--- config.mk ---
export PLATFORM = sky130hd
export DESIGN_NAME = imem_fetch_ctrl
export DESIGN_NICKNAME = d
export VERILOG_FILES = /design/src/rtl/imem_fetch_ctrl_pkg.sv /design/src/rtl/imem_boot_loader.sv /design/src/rtl/imem_fetch_ctrl.sv
export SDC_FILE = /design/constraint.sdc
export NUM_CORES = 1
export LEC_CHECK = 0
export CORE_MARGIN = 2
export CORE_UTILIZATION = 44
export DETAILED_ROUTE_END_ITERATION = 16
export PLACE_DENSITY_LB_ADDON = 0.08
export SLEW_MARGIN = 20
export SYNTH_ARGS = -nofsm -noshare
export SYNTH_HDL_FRONTEND = slang
export SYNTH_SLANG_ARGS = --single-unit
--- constraint.sdc ---
create_clock -name clk -period 4.8 [get_ports clk]
set_input_delay 0.96 -clock clk [delete_from_list [all_inputs] [get_ports clk]]
set_output_delay 0.96 -clock clk [all_outputs]
set_load 0.02 [all_outputs]
--- src/rtl/imem_fetch_ctrl_pkg.sv ---
// Shared types and constants for the instruction-memory fetch controller.
package imem_fetch_ctrl_pkg;

    typedef enum logic [1:0] {
        ST_BOOT  = 2'd0,
        ST_RUN   = 2'd1,
        ST_HALT  = 2'd2,
        ST_ERROR = 2'd3
    } fetch_state_e;

    localparam logic [1:0] ERR_NONE     = 2'b00;
    localparam logic [1:0] ERR_OVF      = 2'b01;
    localparam logic [1:0] ERR_MISALIGN = 2'b10;

    localparam logic [31:0] PC_INC       = 32'd4;
    localparam int          DEPTH_DEF    = 128;
    localparam logic [31:0] RESET_PC_DEF = 32'h0000_0000;

endpackage

--- src/rtl/imem_boot_loader.sv ---
// Boot stream handshake: writes accepted words into instruction memory,
// tracks image length and flags an image that would overrun the memory.
module imem_boot_loader
    import imem_fetch_ctrl_pkg::*;
#(
    parameter int DEPTH  = DEPTH_DEF,
    parameter int ADDR_W = 7
) (
    input  logic              clk,
    input  logic              reset,
    input  logic              active,
    input  logic              clear,
    input  logic              ld_valid,
    input  logic              ld_last,
    input  logic [31:0]       ld_data,
    output logic              ld_ready,
    output logic              mem_we,
    output logic [ADDR_W-1:0] mem_waddr,
    output logic [31:0]       mem_wdata,
    output logic [ADDR_W:0]   load_count,
    output logic              done,
    output logic              ovf
);

    logic [ADDR_W-1:0] waddr_q, waddr_d;
    logic [ADDR_W:0]   count_q, count_d;
    logic              hs;

    always_ff @(posedge clk) begin
        if (reset) begin
            waddr_q <= '0;
            count_q <= '0;
        end else begin
            waddr_q <= waddr_d;
            count_q <= count_d;
        end
    end

    always_comb begin
        hs      = active & ld_valid;
        waddr_d = waddr_q;
        count_d = count_q;
        if (clear) begin
            waddr_d = '0;
            count_d = '0;
        end else if (hs) begin
            waddr_d = waddr_q + 1'b1;
            count_d = count_q + 1'b1;
        end
    end

    assign ld_ready   = active;
    assign mem_we     = hs;
    assign mem_waddr  = waddr_q;
    assign mem_wdata  = ld_data;
    assign load_count = count_q;
    assign done       = hs & ld_last;
    // The last slot may still be written; only a missing ld_last there overflows.
    assign ovf        = hs & ~ld_last & (waddr_q == ADDR_W'(DEPTH - 1));

endmodule

--- src/rtl/imem_fetch_ctrl.sv ---
// Instruction-memory sequencer: boot-loads the image, then owns the PC
// (sequential fetch, stall, redirect, halt past image, reload).
module imem_fetch_ctrl
    import imem_fetch_ctrl_pkg::*;
#(
    parameter int          DEPTH    = DEPTH_DEF,
    parameter int          ADDR_W   = 7,
    parameter logic [31:0] RESET_PC = RESET_PC_DEF
) (
    input  logic              clk,
    input  logic              reset,
    input  logic              ld_valid,
    output logic              ld_ready,
    input  logic [31:0]       ld_data,
    input  logic              ld_last,
    output logic              mem_we,
    output logic [ADDR_W-1:0] mem_waddr,
    output logic [31:0]       mem_wdata,
    output logic [31:0]       pc,
    output logic              core_en,
    input  logic              stall,
    input  logic              redirect,
    input  logic [31:0]       redirect_pc,
    input  logic              reload,
    output logic              boot_done,
    output logic              halted,
    output logic              err,
    output logic [1:0]        err_code
);

    fetch_state_e state_q, state_d;
    logic [31:0]  pc_q, pc_d;
    logic [1:0]   err_code_q, err_code_d;
    logic [31:0]  npc;
    logic [ADDR_W:0] load_count;
    logic         ld_done, ld_ovf, ld_clear, in_boot;

    assign in_boot  = (state_q == ST_BOOT);
    assign ld_clear = reload & ~in_boot;

    imem_boot_loader #(
        .DEPTH  (DEPTH),
        .ADDR_W (ADDR_W)
    ) u_loader (
        .clk        (clk),
        .reset      (reset),
        .active     (in_boot),
        .clear      (ld_clear),
        .ld_valid   (ld_valid),
        .ld_last    (ld_last),
        .ld_data    (ld_data),
        .ld_ready   (ld_ready),
        .mem_we     (mem_we),
        .mem_waddr  (mem_waddr),
        .mem_wdata  (mem_wdata),
        .load_count (load_count),
        .done       (ld_done),
        .ovf        (ld_ovf)
    );

    always_ff @(posedge clk) begin
        if (reset) begin
            state_q    <= ST_BOOT;
            pc_q       <= RESET_PC;
            err_code_q <= ERR_NONE;
        end else begin
            state_q    <= state_d;
            pc_q       <= pc_d;
            err_code_q <= err_code_d;
        end
    end

    always_comb begin
        state_d    = state_q;
        pc_d       = pc_q;
        err_code_d = err_code_q;
        npc        = pc_q + PC_INC;
        unique case (state_q)
            ST_BOOT: begin
                if (ld_done) begin
                    state_d = ST_RUN;
                    pc_d    = RESET_PC;
                end else if (ld_ovf) begin
                    state_d    = ST_ERROR;
                    err_code_d = ERR_OVF;
                end
            end
            ST_RUN: begin
                if (reload) begin
                    state_d = ST_BOOT;
                    pc_d    = RESET_PC;
                end else if (redirect && redirect_pc[1:0] != 2'b00) begin
                    state_d    = ST_ERROR;
                    err_code_d = ERR_MISALIGN;
                end else begin
                    if (redirect)   npc = redirect_pc;
                    else if (stall) npc = pc_q;
                    pc_d = npc;
                    // Wrapped pc+4 lands at a low index only if the image is empty.
                    if (npc[31:2] >= 30'(load_count)) state_d = ST_HALT;
                end
            end
            ST_HALT, ST_ERROR: begin
                if (reload) begin
                    state_d    = ST_BOOT;
                    pc_d       = RESET_PC;
                    err_code_d = ERR_NONE;
                end
            end
        endcase
    end

    always_comb begin
        pc        = pc_q;
        core_en   = (state_q == ST_RUN);
        boot_done = (state_q == ST_RUN) || (state_q == ST_HALT);
        halted    = (state_q == ST_HALT);
        err       = (err_code_q != ERR_NONE);
        err_code  = err_code_q;
    end

endmodule
# Word-level counts from Yosys, hierarchy flattened
# Cells that the tools add are included.
[classes] n_reduce_logical=11 bitwise_logic=7 magnitude_cmp=1 n_eq_ne=14 mux=22 n_addsub=3
[ops] operator="2-to-1 mux 32 bit" n=9
[ops] operator="one-hot mux 32 bit (3 select lines)" n=1
[ops] operator="adder 32 x 3 -> 32 bit, second input constant" n=1
[ops] operator="greater-or-equal comparator 30 x 8 -> 1 bit" n=1
[ops] operator="2-to-1 mux 2 bit" n=10
[ops] operator="one-hot mux 2 bit (3 select lines)" n=2
[ops] operator="inequality test 2 bit, second input constant" n=5
[ops] operator="adder 8 x 1 -> 8 bit, second input constant" n=1
[ops] operator="adder 7 x 1 -> 7 bit, second input constant" n=1
[ops] operator="== test 7 bit, second input constant" n=1
[ops] operator="inequality test 3 bit, second input constant" n=2
[ops] operator="AND reduction 3 bit" n=2
[ops] operator="AND 1 bit" n=5
[ops] operator="AND reduction 5 bit" n=1
[ops] operator="== test 2 bit, second input constant" n=2
[ops] operator="inequality test 4 x 1 -> 1 bit, second input constant" n=1
[ops] operator="inequality test 4 x 2 -> 1 bit, second input constant" n=1
[ops] operator="AND reduction 4 bit" n=1
[ops] operator="nonzero test 2 bit" n=2
[ops] operator="OR reduction 2 bit" n=2
[ops] operator="== test 2 x 1 -> 1 bit, second input constant" n=1
[ops] operator="zero test 2 bit" n=1
[ops] operator="inequality test 2 x 1 -> 1 bit, second input constant" n=1
[ops] operator="inverter 1 bit" n=2
[ops] operator="2 further kinds" n=2
[totals] in_bits=71 out_inout_bits=79 reg_bits=51

# Longest topological paths before layout
[depth] depth_word=11 ltp_mapped=15 depth_no_buf=14

# Hierarchy
# Synthesis repeated with hierarchy kept, for this count alone.
[unflattened] cells_unflattened=519 area_unflattened_um2=3921.3
[modules_own_cells] mod="imem_fetch_ctrl" n_inst=1 seq_area_each_um2=720.7 cells_each=404 area_per_inst_um2=2944.1
[modules_own_cells] mod="imem_boot_loader" n_inst=1 seq_area_each_um2=300.3 cells_each=115 area_per_inst_um2=977.2

# Worst setup path after synthesis
# OpenSTA, ideal clock, no wires.
[synth_path] kind="input port to flip-flop" from="input redirect" to="register state_q[1]" required_ns=4.676 arrival_ns=3.725 setup_time_ns=0.124 cell_stages=15 setup_slack_ns=0.951 cell_sequence="buf_6 > clkbuf_1 > buf_6 > clkbuf_1 > nand2_1 > o21ai_0 > ha_1 > a21o_1 > a21o_1 > a21o_1 > a311oi_1 > nand4_1 > nor4_1 > nor2_1 > a2111o_1"
[synth_between] elab_chain_cells=7
[synth_lines] item="start: declaration" line="imem_fetch_ctrl.sv:22" text="input logic redirect,"
[synth_lines] item="2-to-1 mux 32 bit" line="imem_fetch_ctrl.sv:96" text="if (redirect) npc = redirect_pc;"
[synth_lines] item="2-to-1 mux 32 bit" line="imem_fetch_ctrl.sv:92" text="end else if (redirect && redirect_pc[1:0] != 2'b00) begin"
[synth_lines] item="2-to-1 mux 32 bit" line="imem_fetch_ctrl.sv:89" text="if (reload) begin"
[synth_lines] item="2-to-1 mux 32 bit" line="imem_fetch_ctrl.sv:78" text="unique case (state_q)"
[synth_lines] item="greater-or-equal comparator 30 x 8 -> 1 bit" line="imem_fetch_ctrl.sv:100" text="if (npc[31:2] >= 30'(load_count)) state_d = ST_HALT;"
[synth_lines] item="inequality test 4 x 1 -> 1 bit (no source line)"
[synth_lines] item="AND reduction 3 bit (no source line)"
[synth_lines] item="end signal: assignment" line="imem_fetch_ctrl.sv:67" text="state_q <= state_d;"
[synth_lines] item="end: declaration" line="imem_fetch_ctrl.sv:31" text="fetch_state_e state_q, state_d;"
# Parallel ways exist; a longest one is shown, timed or not. The select of a mux whose other input is x is not followed.
# A chain may end at the register's enable or synchronous reset.

# Worst setup path in the final report
[layout_path] from="input stall" to="register state_q[1]"
[layout_between] elab_chain_cells=8
[layout_lines] item="start: declaration" line="imem_fetch_ctrl.sv:21" text="input logic stall,"
[layout_lines] item="2-to-1 mux 32 bit" line="imem_fetch_ctrl.sv:97" text="else if (stall) npc = pc_q;"
[layout_lines] item="2-to-1 mux 32 bit" line="imem_fetch_ctrl.sv:96"
[layout_lines] item="2-to-1 mux 32 bit" line="imem_fetch_ctrl.sv:92"
[layout_lines] item="2-to-1 mux 32 bit" line="imem_fetch_ctrl.sv:89"
[layout_lines] item="2-to-1 mux 32 bit" line="imem_fetch_ctrl.sv:78"
[layout_lines] item="greater-or-equal comparator 30 x 8 -> 1 bit" line="imem_fetch_ctrl.sv:100"
[layout_lines] item="inequality test 4 x 1 -> 1 bit (no source line)"
[layout_lines] item="AND reduction 3 bit (no source line)"
# Every way passes these cells. The select of a mux whose other input is x is not followed.

==> run summary <==
worst-path cell chain = clkdlybuf4s50_1 -> nand3b_4 -> nor2_1 -> and3_1 -> xnor2_1 -> o21ai_0 -> ha_1 -> a21oi_1 -> and3_1 -> o31ai_1 -> a311oi_1 -> nand4_1 -> nor4_1 -> nor2_1 -> a2111o_1
1st-iter DRT viols = 205
critical path class = in -> reg
Final ANT Viol Nets = 0
DP Area = 0.00434 sq mm
Max FO, Critical Path = 9
clk buf depth = 2
min-delay worst type = reg -> reg
Via density = 5.84
slowest library cell on the worst path = clkdlybuf4s50_1
nets = 599
Fin. Hold Viols = 0
status = finished, final reports clean
Remaining Overflow, GRT = 0
slew of the pin with the lowest slew margin = 647 ps
asr flop ratio synth = 0
# diodes = 0
core area = 0.00818 sq mm
initial antenna violation count = 0
Rows = 33
Yosys cell types = 56
crit end category = register
TritonRoute pass-1 iters = 4
startpoint types = input port
Crit path required time = 5000 ps
Cells after Synth = 471
CTS buffer count = 5
Synth area leader = dfxtp_1
Final period util = 0.893
number of global-route vias before repair = 3,473
DIE WIDTH = 95.7 um
Layout area overhead = 20.0%
Max-Cap Viols = 0
routed len/inst = 16.9 um
final core occ = 0.543
clock network power share = 0.219
post-synthesis cell area = 0.00370 sq mm
VDD IR max = 0.000120 V
Final Skew = 9.74 ps
detailed-route via count = 3,612
clock sinks = 51
critical path arrival = 4490 ps
DP HPWL = 7800 um
Sw Share = 0.382
Mapped Nets = 557
final setup TNS = 0 ps
first-pass GRT wire length = 16,700 um
relative slew slack = 0.568
Flop pwr share = 0.399
design area = 0.00444 sq mm
largest net degree at the start of global routing = 39
H-tree levels = 2
Ports = 150
commonest non-fill, non-tap cells in the layout = clkdlybuf4s50_1 (84), nor2_1 (56), dfxtp_1 (51), nand2_1 (41), o21ai_0 (19)
WL final = 10,400 um
share of layout cells above drive strength 1 = 0.0603
worst-skew pair later-pin latency = 310 ps
buffers and inverters on the worst path = 1
Ys Warns = 0
sw power = 463 uW
minimum clock period = 4290 ps
Pwr Density = 273 mW/mm^2
global-route usage over all layers = 0.229
post-synth top area share = 0.276
Synth Register Bits = 51
CTS resizes = 0
Initial Util = 0.452
GPL Wtd Cong = 0.880
Int Power = 748 uW
Root Driver = clkbuf_8
CP peak stage delay = 670 ps
Hold Buf Count CTS = 0
Max Clk Rate = 0.233 GHz
die height = 95.7 um
endpoints failing setup = 0
CTS tree = built
dominant delay contributor by cell family on the critical path = simple AND/OR/NAND/NOR gates
Static Leak = 0.00159 uW
post-CTS setup buffers = 0
Port-buffer cells = 85
non-filler instance count after layout = 619
RSZ-0062 raised after global routing = false
flop-to-flop setup slack = 1130 ps
Comb power frac = 0.381
Synth Flop Type = dfxtp_1
Area contributors post-synth = dfxtp_1 (28%), buf_4 (7.1%), nor2_1 (5.7%)
DRC = 0
EDFF count, synth = 0
die area = 0.00915 sq mm
post-placement cell count = 611
commonest non-fill, non-tap cell in the layout = clkdlybuf4s50_1
Clk pin slew, worst setup/hold paths = 110 ps
Avg Cell Area, Syn = 7.85 sq um
Slew Viols, Final = 0
register area share after synthesis = 0.276
[cells by family (layout without fill, tap and decap cells)]
logic type / Yosys count / after routing / synth area share
muxes: 7 / 7 / 0.0190
buffers and inverters: 73 / 116 / 0.120
adders and majority gates: 15 / 15 / 0.0508
DFF: 51 / 51 / 0.276
and+or+nand+nor: 202 / 202 / 0.288
xor gates and xnor gates: 28 / 28 / 0.0663
AOI/OAI and AO/OA: 95 / 95 / 0.179
[cells in the mapped netlist (7+ instances only)]
| master | count |
|---|---|
| a22oi_1 | 15 |
| nand4_1 | 15 |
| nand2b_1 | 11 |
| a21oi_1 | 17 |
| nor3_1 | 8 |
| o31ai_1 | 9 |
| nor4_1 | 14 |
| o21ai_0 | 19 |
| nand3_1 | 12 |
| and3_1 | 10 |
| nor2_1 | 56 |
| ha_1 | 15 |
| buf_4 | 35 |
| xor2_1 | 11 |
| clkbuf_1 | 16 |
| dfxtp_1 | 51 |
| xnor2_1 | 17 |
| mux2i_1 | 7 |
| nand2_1 | 41 |
| inv_1 | 16 |
[worst reg2reg max path: stages (launching register included)]
cell and delay, ps:
dfxtp_1 580, ha_1 360, nand4b_1 240, xor2_1 200, o21ai_0 230, ha_1 290
a21o_1 160, a21o_1 170, a311oi_1 380, nand4_1 150, nor4_1 400, nor2_1 100
a2111o_1 300
[through the flow]
stage	setup slack (ps)	total power [uW]	hold slack, ps
6_report	511	1210	477
3_3_place_gp	405	949	449
5_1_grt	272	1290	507
2_1_floorplan	951	818	484
4_1_cts	565	1220	479
3_5_place_dp	229	954	453
[state kept, by name, summed over array words and instances (netlist names)]
register             count
state_q                  2
u_loader.load_count      8
u_loader.mem_waddr       7
err_code                 2
pc                      32
[power groups by stage]
stage	logic [uW]	clock network [uW]	registers, uW
after floorplan	317	0	501
after CTS	463	275	483
after global placement	457	0	492
final	462	265	483
after global routing	506	291	488
after detailed placement	461	0	493
[layer usage]
metal,track usage,routed length (um),vias up
met5,0,0,-
met1,0.302,4670,1710
met3,0.0372,711,17
li1,-,-,1750
met4,0.0643,195,0
met2,0.386,4860,135
[area by class of cell]
type                            instances  area [sq um]
Clock buffer                            5          68.8
Clock inverter                          3          23.8
Timing Repair Buffer                   92           898
Fill cell                             793          3740
Sequential cell                        51          1020
Multi-Input combinational cell        347          2230
Tap cell                              105           131
Inverter                               16          60.1
[final timing paths]
kind / startpoint / end / depth (start not counted)
max reg2reg: pc[2] / state_q[1] / 12
max: stall / state_q[1] / 15
min: pc[1] / pc[1] / 1
min reg2reg: pc[1] / pc[1] / 1
Note: power is estimated with default switching activity, not from simulation.
